$ cat config.mk
export PLATFORM = sky130hd
export DESIGN_NAME = status_flag_reg
export DESIGN_NICKNAME = d
export VERILOG_FILES = /design/src/rtl/status_flag_reg.sv
export SDC_FILE = /design/constraint.sdc
export NUM_CORES = 1
export LEC_CHECK = 0
export ABC_AREA = 0
export ABC_CLOCK_PERIOD_IN_PS = 3600
export CAP_MARGIN = 40
export CORE_MARGIN = 3
export CORE_UTILIZATION = 45
export CTS_BUF_LIST = sky130_fd_sc_hd__clkbuf_2 sky130_fd_sc_hd__clkbuf_4 sky130_fd_sc_hd__clkbuf_8
export CTS_CLUSTER_DIAMETER = 50
export DETAILED_ROUTE_END_ITERATION = 10
export PLACE_DENSITY_LB_ADDON = 0.2
export SYNTH_ARGS = -nofsm -noshare
export SYNTH_HDL_FRONTEND = slang
export SYNTH_SLANG_ARGS = --single-unit
$ cat constraint.sdc
create_clock -name status_flag_clk -period 3.6 [get_ports status_flag_clk]
set_input_delay 0.54 -clock status_flag_clk [delete_from_list [all_inputs] [get_ports status_flag_clk]]
set_output_delay 0.54 -clock status_flag_clk [all_outputs]
set_load 0.02 [all_outputs]
$ cat src/rtl/status_flag_reg.sv
// status_flag_reg: ALU status flag register for the 8-bit RISC SPM.
// It holds N per-bit-enabled flags, some of which can be sticky, and a LIFO
// shadow stack that saves and restores the flag vector on entry and exit.
// The stack reports overflow and underflow through two sticky error bits.
module status_flag_reg #(
    parameter int                 N_FLAGS     = 4,
    parameter int                 STACK_DEPTH = 4,
    parameter logic [N_FLAGS-1:0] STICKY_MASK = {N_FLAGS{1'b0}},
    parameter logic [N_FLAGS-1:0] RST_VALUE   = {N_FLAGS{1'b0}},
    localparam int                CNT_W       = $clog2(STACK_DEPTH + 1)
) (
    input  logic               status_flag_clk,
    input  logic               status_flag_rst,
    input  logic [N_FLAGS-1:0] status_flag_in,
    input  logic [N_FLAGS-1:0] status_flag_we,
    input  logic               status_flag_clr_sticky,
    input  logic               status_flag_push,
    input  logic               status_flag_pop,
    input  logic               status_flag_clr_err,
    output logic [N_FLAGS-1:0] status_flag_out,
    output logic [CNT_W-1:0]   status_flag_cnt,
    output logic               status_flag_full,
    output logic               status_flag_empty,
    output logic               status_flag_ovf_err,
    output logic               status_flag_unf_err
);

    // The stack index only needs to address STACK_DEPTH entries.
    // The occupancy counter needs one more code, so that it can also represent "full".
    localparam int              IDX_W   = (STACK_DEPTH > 1) ? $clog2(STACK_DEPTH) : 1;
    localparam logic [CNT_W-1:0] DEPTH_C = CNT_W'(STACK_DEPTH);

    logic [N_FLAGS-1:0] flags_q, flags_d;
    logic [N_FLAGS-1:0] upd_s;
    logic [CNT_W-1:0]   cnt_q, cnt_d, cnt_m1_s;
    logic [IDX_W-1:0]   cnt_idx_s, top_idx_s, stk_widx_s;
    logic               stk_we_s;
    logic               full_s, empty_s;
    logic               ovf_q, ovf_d, unf_q, unf_d;
    logic               ovf_ev_s, unf_ev_s;
    logic [N_FLAGS-1:0] stack_q [STACK_DEPTH];

    assign full_s    = (cnt_q == DEPTH_C);
    assign empty_s   = (cnt_q == {CNT_W{1'b0}});
    assign cnt_m1_s  = cnt_q - CNT_W'(1);
    assign cnt_idx_s = cnt_q[IDX_W-1:0];
    assign top_idx_s = cnt_m1_s[IDX_W-1:0];

    // Per-bit flag update: sticky bits only set (or clear via clr_sticky), others load when enabled
    always_comb begin
        upd_s = flags_q;
        for (int i = 0; i < N_FLAGS; i++) begin
            if (STICKY_MASK[i]) begin
                upd_s[i] = (status_flag_clr_sticky ? 1'b0 : flags_q[i])
                           | (status_flag_we[i] & status_flag_in[i]);
            end else if (status_flag_we[i]) begin
                upd_s[i] = status_flag_in[i];
            end else begin
                upd_s[i] = flags_q[i];
            end
        end
    end

    // Stack control: a pop (or a push+pop swap) beats the flag update;
    // a push or pop that cannot be honoured only flags an error and lets the update through
    always_comb begin
        flags_d    = upd_s;
        cnt_d      = cnt_q;
        stk_we_s   = 1'b0;
        stk_widx_s = cnt_idx_s;
        ovf_ev_s   = 1'b0;
        unf_ev_s   = 1'b0;
        if (status_flag_pop) begin
            if (!empty_s) begin
                flags_d = stack_q[top_idx_s];
                if (status_flag_push) begin
                    stk_we_s   = 1'b1;
                    stk_widx_s = top_idx_s;
                end else begin
                    cnt_d = cnt_m1_s;
                end
            end else begin
                unf_ev_s = 1'b1;
            end
        end else if (status_flag_push) begin
            if (!full_s) begin
                stk_we_s   = 1'b1;
                stk_widx_s = cnt_idx_s;
                cnt_d      = cnt_q + CNT_W'(1);
            end else begin
                ovf_ev_s = 1'b1;
            end
        end else begin
            flags_d = upd_s;
        end
        ovf_d = ovf_ev_s | (ovf_q & ~status_flag_clr_err);
        unf_d = unf_ev_s | (unf_q & ~status_flag_clr_err);
    end

    // Live flags, occupancy counter and error bits, with synchronous reset
    always_ff @(posedge status_flag_clk) begin
        if (status_flag_rst) begin
            flags_q <= RST_VALUE;
            cnt_q   <= {CNT_W{1'b0}};
            ovf_q   <= 1'b0;
            unf_q   <= 1'b0;
        end else begin
            flags_q <= flags_d;
            cnt_q   <= cnt_d;
            ovf_q   <= ovf_d;
            unf_q   <= unf_d;
        end
    end

    // Shadow stack storage; its contents are don't-care after reset, so it is not cleared
    always_ff @(posedge status_flag_clk) begin
        if (stk_we_s && !status_flag_rst) begin
            stack_q[stk_widx_s] <= flags_q;
        end
    end

    assign status_flag_out     = flags_q;
    assign status_flag_cnt     = cnt_q;
    assign status_flag_full    = full_s;
    assign status_flag_empty   = empty_s;
    assign status_flag_ovf_err = ovf_q;
    assign status_flag_unf_err = unf_q;

endmodule

=== Word level (Yosys, flattened, before mapping) ===
Memories as Yosys holds them, arrays and structs flattened.
Cells that the tools add are included.
Widths: inputs -> output; s select.

* Flip-flop bits (word level): 9
* Latch bits: 0
* RAM bits: 16
* Memory bits (read-only): 0
* Output and inout bits: 11
* Memories: 1

* Add/sub/neg operators: 2
* Multiply operators: 0
* Divide/modulo/power cells: 0
* Order comparisons: 0
* Eq/ne operators: 4
* Shifts and indexed selects: 0
* Muxes and demuxes: 26
* Bitwise operators: 5
* Reductions and logical operators: 5

{| class="wikitable"
|+ Memories
! name !! words !! bits a word !! read ports !! clocked after memory_dff !! wr ports !! line !! source
|-
| stack_q || 4 || 4 || 1 || 0 || 1 || 41 || <nowiki>logic [N_FLAGS-1:0] stack_q [STACK_DEPTH];</nowiki>
|}

{| class="wikitable"
|+ Operators with widths
! kind !! count
|-
| $mux 1 || 16
|-
| $mux 3 || 5
|-
| $mux 4 || 2
|-
| $mux 2 || 3
|-
| $ne 2x2->1 const B || 3
|-
| $reduce_and 4->1 || 1
|-
| $add 3x1->3 const B || 1
|-
| $eq 3x3->1 const B || 1
|-
| $logic_not 3->1 || 1
|-
| $sub 3x1->3 const B || 1
|-
| $and 1x1->1 || 2
|-
| $or 1x1->1 || 2
|-
| $reduce_bool 2->1 || 1
|-
| $logic_and 1x1->1 || 1
|-
| $logic_not 1->1 || 1
|-
| $not 1->1 || 1
|}

=== Logic depth before layout (Yosys ltp) ===
* Word-level depth: 7
* Mapped depth: 8
* Gate-level depth less buffers: 6

=== Worst setup path before layout ===
No wires, ideal clock.

* Kind: register to register
* Start point: register cnt_q[0], in the netlist status_flag_cnt[0]
* End point: memory stack_q[3][0], enable pin
* Arrival: 2139 ps
* Required time: 3261 ps
* Path slack: 1121 ps
* Stages on the path, launching flop included: 7
* Path through: dfxtp_1 buf_2 inv_1 ha_1 clkbuf_1 or4_1 a21oi_1

* Cells in the longest elaborated chain, start to end: 7

{| class="wikitable"
|+ RTL lines
! item !! line !! source
|-
| start: declaration || 35 || <nowiki>logic [CNT_W-1:0] cnt_q, cnt_d, cnt_m1_s;</nowiki>
|-
| start signal: assignment || 104 || <nowiki>cnt_q <= {CNT_W{1'b0}};</nowiki>
|-
| start signal: assignment || 109 || <nowiki>cnt_q <= cnt_d;</nowiki>
|-
| $eq 3x3->1 || 43 || <nowiki>assign full_s = (cnt_q == DEPTH_C);</nowiki>
|-
| $mux 1 || 86 || <nowiki>if (!full_s) begin</nowiki>
|-
| $mux 1 || 85 || <nowiki>end else if (status_flag_push) begin</nowiki>
|-
| $mux 1 || 73 || <nowiki>if (status_flag_pop) begin</nowiki>
|-
| $logic_and 1x1->1 || 117 || <nowiki>if (stk_we_s && !status_flag_rst) begin</nowiki>
|-
| $mux 1 || 117 ||
|-
| $mux 1 (not written as such) || 118 || <nowiki>stack_q[stk_widx_s] <= flags_q;</nowiki>
|-
| end: declaration || 41 ||
|}

Several ways; a longest one is shown, not always the timed one.

=== Worst setup path in the final report ===
* Start point: register cnt_q[1], in the netlist status_flag_cnt[1]
* End point: output port status_flag_full

* Cells in the longest elaborated chain, start to end: 1

{| class="wikitable"
|+ RTL lines
! item !! line !! source
|-
| $eq 3x3->1 || 43 ||
|-
| end: declaration || 22 || <nowiki>output logic status_flag_full,</nowiki>
|}

Every way passes these cells.

==> out/results.ini <==
[route]
wl_um=2414
antenna_left=0
vias=852
drc=0
drt-wirelength-per-cell_um=15.78
dr.pass1.iters=4
dr.first_iter.drc_count=21
via_per_inst=5.569

[sta]
period_share=0.7202
setup_slack_ps=1007
slew_viol_final=0
worst_pin_slew_ps=520.2
fin_tns_setup_ps=0
period_needed_ps=2593
rsz0062_at_grt=false
fin_skew_ps=10.95
finalHoldViolCount=0
max-slew-margin-rel=0.6532
timing.hold.ws_ps=537.6
finalSetupViolCount=0
fmax_mhz=385.7

[clocking]
ctsHoldBuffers=0
clk_latency_ps=320
cts_buffers=3
clock-sinks=25
cts_root_buf=clkbuf_4
path_clk_slew_ps=140
cts_tree=done
cts.repair.resized=0
clockBufferDepth=2
h-tree-depth=1
post-cts-setup-buffers=0

[floorplanning]
dieArea_um2=3375
ioPinCount=25
num_rows=18
die_h_um=58.10
initial_core_util=0.4841
core_um2=2522
die_x_um=58.10

[power]
max-vdd-ir-drop_mv=0.2177
p_clk_frac=0.213
internal-power_uw=428.6
cellLeakagePower_nw=0.5241
power.net_switching_uw=161.8
p_per_area_nw_per_um2=394.9
combPwrFrac=0.223
power_frac_seq=0.564
p_sw_frac=0.2740

[global_routing]
antenna_found_initial=0
grt_pass1_wl_um=4057
grt_max_degree=15
grt_pass1_vias=871
grt_usage=0.1603
overflow=0

[place]
io_buffers=23
dpl_worst_slack_ps=805.8
globalplace.congestion=0.7974
dpl-instance-area_um2=1468
dpl.hpwl_um=1745
place_inst=149

[critical_path]
rrSetupSlack_ps=1180
reg2regPathDepth=6
critPathKind=register to primary output
startpoint_type=register
endpoint_kind=primary output
cp.required_ps=3060
r2r-start=status_flag_cnt[1]
worst-path-max-fanout=8
regToRegEndpoint=stack_q[3][1]
crit_arrival_ps=2050

[worst_hold_path]
whs_path_depth=2
min_from=status_flag_unf_err
hold_path_end=status_flag_unf_err
hold_class=register to register

[synthesis]
netlist_area_um2=1221
synth_common_cells=edfxtp_1, dfxtp_1, nor2_1
synthTopCellsByArea=edfxtp_1, dfxtp_1, mux4_2
synth_enable_flop_cells=16
ys_types=36
synth_top_area_share=0.3934
async_flop_share=0
ys_seq_elements=25
synth_nets=117
ys_seq_area_frac=0.5410
synth_top_area_cell=edfxtp_1
ys.flop_type=edfxtp_1
postSynthAreaPerCell_um2=12.21
synth_most_common_cell=edfxtp_1
synth_warnings=0
postSynthCellCount=100

[cells_and_area]
final_cells=153
antenna_cells=0
design_area_um2=1495
drive_gt1_frac=0.1301
area_growth_pct=22.44
final_nets=141

[flow_run]
drv_cap=0

[run_status]
outcome=finished, final reports clean

[critical path, cell delays in order, from the launching register on]
cell and delay, ps:
dfxtp_1 390, inv_1 140, ha_1 360, and2_2 230, clkdlybuf4s50_1 600
[power by group through the flow]
stage               clock, mW  combinational, mW  sequential, mW
detailed placement          0              0.133           0.340
global placement            0              0.130           0.338
global route            0.141              0.144           0.336
finish                  0.126              0.132           0.333
CTS                     0.128              0.133           0.333
floorplan                   0             0.0717           0.348
[logic make-up (layout without fill, tap and decap cells)]
kind of cell	after synthesis	in the layout	synth area share
and+or+nand+nor	34	34	0.1680
DFF	25	25	0.5410
muxes	8	8	0.1066
xor gates and xnor gates	1	1	0.007173
buffers and inverters	10	33	0.03894
adders and majority gates	3	3	0.03074
AOI/OAI and AO/OA	19	19	0.1076
[registers in the layout, summed over array words and instances (netlist names)]
name and count:
status_flag_cnt 3, status_flag_unf_err 1, stack_q 16, status_flag_ovf_err 1
status_flag_out 4
[worst max-delay path by stage]
stage	to	slack [ps]	from
after CTS	status_flag_full	1000	status_flag_cnt[1]
final	status_flag_full	1010	status_flag_cnt[1]
after global placement	stack_q[3][1]	870	status_flag_pop
after global routing	status_flag_full	880	status_flag_cnt[1]
after detailed placement	stack_q[3][3]	810	status_flag_pop
after floorplan	stack_q[3][0]	1120	status_flag_cnt[0]
[layout by cell type (no fill, tap or decap), types with 2 or more instances in the layout]
cell type        synthesis  routed
edfxtp_1                16      16
mux2i_1                  4       4
a22oi_1                  2       2
mux4_2                   4       4
ha_1                     3       3
a211oi_1                 5       5
nor2b_1                  2       2
nand2b_1                 2       2
dfxtp_1                  9       9
nor3_1                   2       2
nand2_1                  2       2
nand3_1                  3       3
nor2_1                   9       9
or3_1                    4       4
clkbuf_4                 0       3
a21oi_1                  6       6
inv_1                    5       5
clkdlybuf4s50_1          0      23
[layout make-up]
class,instances,area [um^2]
multi-input cells,65,513.0
clock buffers,3,22.52
well taps,30,37.54
fillers,220,1027
clock inverters,1,5.005
inverters,5,18.77
repair buffers,24,237.7
flip-flops and latches,25,660.6
[metal layers]
metal,vias up,wire length (um),part of all wire,global-route usage
li1,422,-,-,-
met1,405,1074,0.44,0.2043
met2,23,1211,0.50,0.2726
met3,2,114,0.047,0.02673
met4,0,14,0.0058,0.05960
met5,-,0,0,0
[through the flow]
step	utilization	power, mW
after CTS	0.5928	0.5941
after global placement	0.5818	0.4687
after detailed placement	0.5818	0.4725
after floorplan	-	0.4194
final	0.5928	0.5904
after global routing	0.5928	0.6205
(Power assumes the default switching activity.)
